## src/rtl/rics_multicycle_ctrl.sv

```systemverilog
// Multi-cycle control sequencer (IF/ID/EX/MEM/WB) decoding op/funct into datapath strobes.
// Optional RICS_ILLEGAL_TRAP_EN: unknown encodings trap to HALT and raise `illegal`.
module rics_multicycle_ctrl #(
    parameter int CNT_W = 16
) (
    input  logic             clk,
    input  logic             rst,
    input  logic             run,
    input  logic [5:0]       op,
    input  logic [5:0]       funct,
    input  logic             zero,
    input  logic             mem_rdy,
    output logic             pc_we,
    output logic             pc_br,
    output logic             ir_we,
    output logic             rf_we,
    output logic             reg_dst_rt,
    output logic             alu_src_imm,
    output logic [2:0]       alu_op,
    output logic             mem_re,
    output logic             mem_we,
    output logic             mem_to_reg,
    output logic [2:0]       state,
    output logic [CNT_W-1:0] retired
`ifdef RICS_ILLEGAL_TRAP_EN
    ,
    output logic             illegal
`endif
);

    typedef enum logic [2:0] {
        S_IF   = 3'd0,
        S_ID   = 3'd1,
        S_EX   = 3'd2,
        S_MEM  = 3'd3,
        S_WB   = 3'd4,
        S_HALT = 3'd5
    } state_t;

    typedef enum logic [2:0] {
        K_R, K_ALUI, K_LW, K_SW, K_BEQ, K_BAD
    } kind_t;

    state_t     cur_st, nxt_st;
    kind_t      kind;
    logic [2:0] dec_alu;
    logic       retire;

    always_comb begin
        kind    = K_BAD;
        dec_alu = 3'b000;
        case (op)
            6'b000000: begin
                kind = K_R;
                case (funct)
                    6'b100000: dec_alu = 3'b010;
                    6'b100010: dec_alu = 3'b110;
                    6'b100100: dec_alu = 3'b000;
                    6'b100101: dec_alu = 3'b001;
                    6'b100110: dec_alu = 3'b011;
                    6'b100111: dec_alu = 3'b100;
                    6'b101010: dec_alu = 3'b111;
                    default:   kind    = K_BAD;
                endcase
            end
            6'b001000: begin kind = K_ALUI; dec_alu = 3'b010; end
            6'b001100: begin kind = K_ALUI; dec_alu = 3'b000; end
            6'b001101: begin kind = K_ALUI; dec_alu = 3'b001; end
            6'b001110: begin kind = K_ALUI; dec_alu = 3'b011; end
            6'b100011: begin kind = K_LW;   dec_alu = 3'b010; end
            6'b101011: begin kind = K_SW;   dec_alu = 3'b010; end
            6'b000100: begin kind = K_BEQ;  dec_alu = 3'b110; end
            default:   kind = K_BAD;
        endcase
    end

    always_comb begin
        nxt_st      = cur_st;
        pc_we       = 1'b0;
        pc_br       = 1'b0;
        ir_we       = 1'b0;
        rf_we       = 1'b0;
        reg_dst_rt  = 1'b0;
        alu_src_imm = 1'b0;
        alu_op      = 3'b000;
        mem_re      = 1'b0;
        mem_we      = 1'b0;
        mem_to_reg  = 1'b0;
        retire      = 1'b0;

        // ALU controls and write-port select stay stable from EX through WB
        if ((cur_st == S_EX || cur_st == S_MEM || cur_st == S_WB) && kind != K_BAD) begin
            alu_op      = dec_alu;
            alu_src_imm = (kind == K_ALUI) || (kind == K_LW) || (kind == K_SW);
            reg_dst_rt  = (kind == K_ALUI) || (kind == K_LW);
        end

        case (cur_st)
            S_IF: begin
                // rst gate keeps the fetch strobes quiet while reset is held
                if (run && mem_rdy && !rst) begin
                    ir_we  = 1'b1;
                    pc_we  = 1'b1;
                    nxt_st = S_ID;
                end
            end
            S_ID: nxt_st = S_EX;
            S_EX: begin
                case (kind)
                    K_R, K_ALUI: nxt_st = S_WB;
                    K_LW, K_SW:  nxt_st = S_MEM;
                    K_BEQ: begin
                        pc_we  = zero;
                        pc_br  = zero;
                        retire = 1'b1;
                        nxt_st = S_IF;
                    end
                    default: begin
`ifdef RICS_ILLEGAL_TRAP_EN
                        nxt_st = S_HALT;
`else
                        retire = 1'b1;
                        nxt_st = S_IF;
`endif
                    end
                endcase
            end
            S_MEM: begin
                mem_re = (kind == K_LW);
                mem_we = (kind == K_SW);
                if (mem_rdy) begin
                    if (kind == K_LW) begin
                        nxt_st = S_WB;
                    end else begin
                        retire = 1'b1;
                        nxt_st = S_IF;
                    end
                end
            end
            S_WB: begin
                rf_we      = 1'b1;
                mem_to_reg = (kind == K_LW);
                retire     = 1'b1;
                nxt_st     = S_IF;
            end
            S_HALT:  nxt_st = S_HALT;
            default: nxt_st = S_IF;
        endcase
    end

    always_ff @(posedge clk or posedge rst) begin
        if (rst) begin
            cur_st  <= S_IF;
            retired <= '0;
        end else begin
            cur_st <= nxt_st;
            if (retire) begin
                retired <= retired + CNT_W'(1);
            end
        end
    end

    assign state = cur_st;

`ifdef RICS_ILLEGAL_TRAP_EN
    assign illegal = (cur_st == S_HALT);
`endif

endmodule

```

## config.mk

```make
export PLATFORM = sky130hd
export DESIGN_NAME = rics_multicycle_ctrl
export DESIGN_NICKNAME = d
export VERILOG_FILES = /design/src/rtl/rics_multicycle_ctrl.sv
export SDC_FILE = /design/constraint.sdc
export NUM_CORES = 1
export LEC_CHECK = 0
export ABC_AREA = 0
export CORE_MARGIN = 2
export CORE_UTILIZATION = 46
export CTS_CLUSTER_SIZE = 16
export DETAILED_ROUTE_END_ITERATION = 8
export PLACE_DENSITY = 0.8
export SYNTH_ARGS = -nofsm -noshare
export SYNTH_HDL_FRONTEND = slang
export SYNTH_SLANG_ARGS = --single-unit
```

## constraint.sdc

```tcl
create_clock -name clk -period 2.7 [get_ports clk]
set_clock_uncertainty 0.2 [all_clocks]
set_input_delay 0.54 -clock clk [delete_from_list [all_inputs] [get_ports clk]]
set_output_delay 0.54 -clock clk [all_outputs]
set_load 0.02 [all_outputs]
```

==> metrics.txt <==
vias in the first global route about 1600; peak supply drop between 400 and 500 µV; footprint of the multi-input gates between 1000 and 1500 µm²; first-pass GRT wire length roughly 7200 µm; area of the mapped netlist around 1500 µm²; CTS Buffer Depth 2; final WL 4350 µm; # clock sinks 19; total grt overflow 0; die height just over 60 µm; largest net degree at the start of global routing 20; Slew Limit Fails 0; post-route ant nets 0; final hold vios 0; All-Layer GR Usage 0.258; core area between 3000 and 4000 µm²; Avg WL per Cell approximately 15 µm; via count 1575; initial DRC count between 60 and 70; Power Density 341 nW/µm²; Hold Slack 281 ps; leading cell type in the layout, fill and taps excluded buf_4; clock latency on the worst-skew pair roughly 300 ps; vias per inst approximately 5.3; kind of critical path input pin to output port; Yosys reg bits 19; clk slew on worst S/H paths 100 ps; maxcap violations 0; Crit-path slowest cell or3_4; Post-synth ARST share 1.00; hold-fix buffers at CTS 0; post-synthesis sequential area ratio 0.322; CP max stage delay around 370 ps; DPL Wire Length between 3000 and 4000 µm; status finished, violations left; first-pass detailed-route iteration total 4; HP Class flop to flop; CTS tree yes; Starting Density 0.484; CP Max Fanout 3; Die Width just over 60 µm; Pleak ~0.0011 µW; setup tns final -186 ps; Synthesized Nets 176; failing checks negative setup slack; Total Power between 800 and 900 µW; cts bufs inserted 3; Placement Rows 20; clock root buffer master clkbuf_4; fraction of layout cells with a size suffix above 1 0.420; arrival time at the worst endpoint 2050 ps; Layout Cells excl Fill around 300; top post-synthesis cells by area dfrtp_1 (32%), xnor2_1 (9.5%), nand2_1 (3.0%); initial antenna violation count 0; worst hold path startpoint retired[15]; # DRC 0; CP Data Required Time around 2000 ps; Top Ports 48; Worst Setup SP funct[2]; r2r startpoint state[1]; PortBufs 47; relative max-transition margin 0.722; Crit. End Element output port; crit-path cells buf_6 > or2b_1 > a211oi_2 > or3_4 > nand3_2 > or3_4 > nor3_4 > buf_6; Yosys top cell area share 0.322; most frequent cells in the layout buf_4 (53), clkdlybuf4s50_1 (24), dfrtp_1 (19); CTS HTree Levels 1; crit share post-route 1.03; ys flop type dfrtp_1; f_max 359 MHz; Synth warnings 0; placed instance count ~290; fill count between 200 and 250; flip-flop and latch area between 400 and 500 µm²; Mean Syn Cell Area roughly 9.4 µm²; area leader, netlist dfrtp_1; Layout area overhead 65.5%; Ant. Diodes 0; EDFF count, synth 0; overall die area 3680 µm²; global placement routability congestion 0.910; post-route setup slack -88.2 ps; endpoints failing setup 4; Distinct cells, synth between 50 and 60; Cells after Synth 158; Slew @ Worst Pin about 420 ps; crit start category input pin; Period minus WS final around 2800 ps; fin nets approximately 270; RSZ-0062 raised after global routing yes
-- flip-flops by register name (all words and copies together), names as in the netlist --
name     count
state        3
retired     16
-- cell type report --
class                   instances  share of cell area
flip-flops and latches         19               0.194
repair buffers                 99               0.341
multi-input cells             123               0.416
inverters                      10              0.0153
clock buffers                   4              0.0107
well taps                      44              0.0225
-- cells in the mapped netlist (2+ instances only) --
cell and instances:
nand3_2 2, nand4_2 2, nor2_1 12, nand4b_1 2, buf_6 3, a21oi_1 6, nor3_1 5, nand2_1 12
or3_1 2, or3_4 2, nand4_1 4, dfrtp_1 19, o21ai_0 5, nand3_1 7, inv_1 9, and3_1 5
a31oi_1 3, xnor2_1 16, o21a_1 2, and2_1 3, xor2_1 3
-- kinds of logic after synthesis --
family / count (synthesis) / synth area share
buffers and inverters: 16 / 0.0643
adders and majority gates: 1 / 0.00847
DFF: 19 / 0.322
AOI/OAI and AO/OA: 31 / 0.185
xor gates and xnor gates: 19 / 0.113
and+or+nand+nor: 71 / 0.297
muxes: 1 / 0.0102
-- timing repair --
item,CTS,global route
endpoints found under the setup margin,11,7
pin swaps,10,12
setup buffers,4,3
gates resized for setup,78,31
-- critical path, delay by kind of cell --
kind                   cells  cell delay, ps
AO/OA/AOI/OAI              1             250
buffers and inverters      2             240
AND/OR/NAND/NOR            5            1010
-- stage by stage --
| stage | instance area (µm²) | worst slack (ps) | utilization |
|---|---|---|---|
| detailed placement | 2310 | -1020 | 0.758 |
| floorplan | 1520 | -45.9 | - |
| global route | 2450 | -157 | 0.801 |
| CTS | 2360 | -224 | 0.773 |
| finish | 2450 | -88.2 | 0.801 |
| global placement | 2310 | -963 | 0.758 |
-- worst paths after layout --
| check | endpoint | slack, ps | cells after the start |
|---|---|---|---|
| max | alu_op[2] | -90 | 8 |
| min | retired[15] | 280 | 1 |
| max reg2reg | retired[15] | 570 | 9 |
| min reg2reg | retired[15] | 280 | 1 |
| max in group asynchronous | retired[1] | 1680 | 3 |
| min in group asynchronous | retired[15] | 420 | 3 |
-- report_power, final --
| group | switching [µW] | internal (µW) |
|---|---|---|
| combinational | 160 | 179 |
| clock | 83.3 | 57.6 |
| sequential | 37.2 | 316 |
| total | 280 | 553 |
-- per-layer routing --
layer	share of wire	up-vias	track usage
met3	0.030	10	0.0277
met4	0.019	0	0.0870
met2	0.55	39	0.484
li1	-	766	-
met5	0	-	0
met1	0.41	760	0.305
No activity file was read; power rests on OpenSTA's default activity.
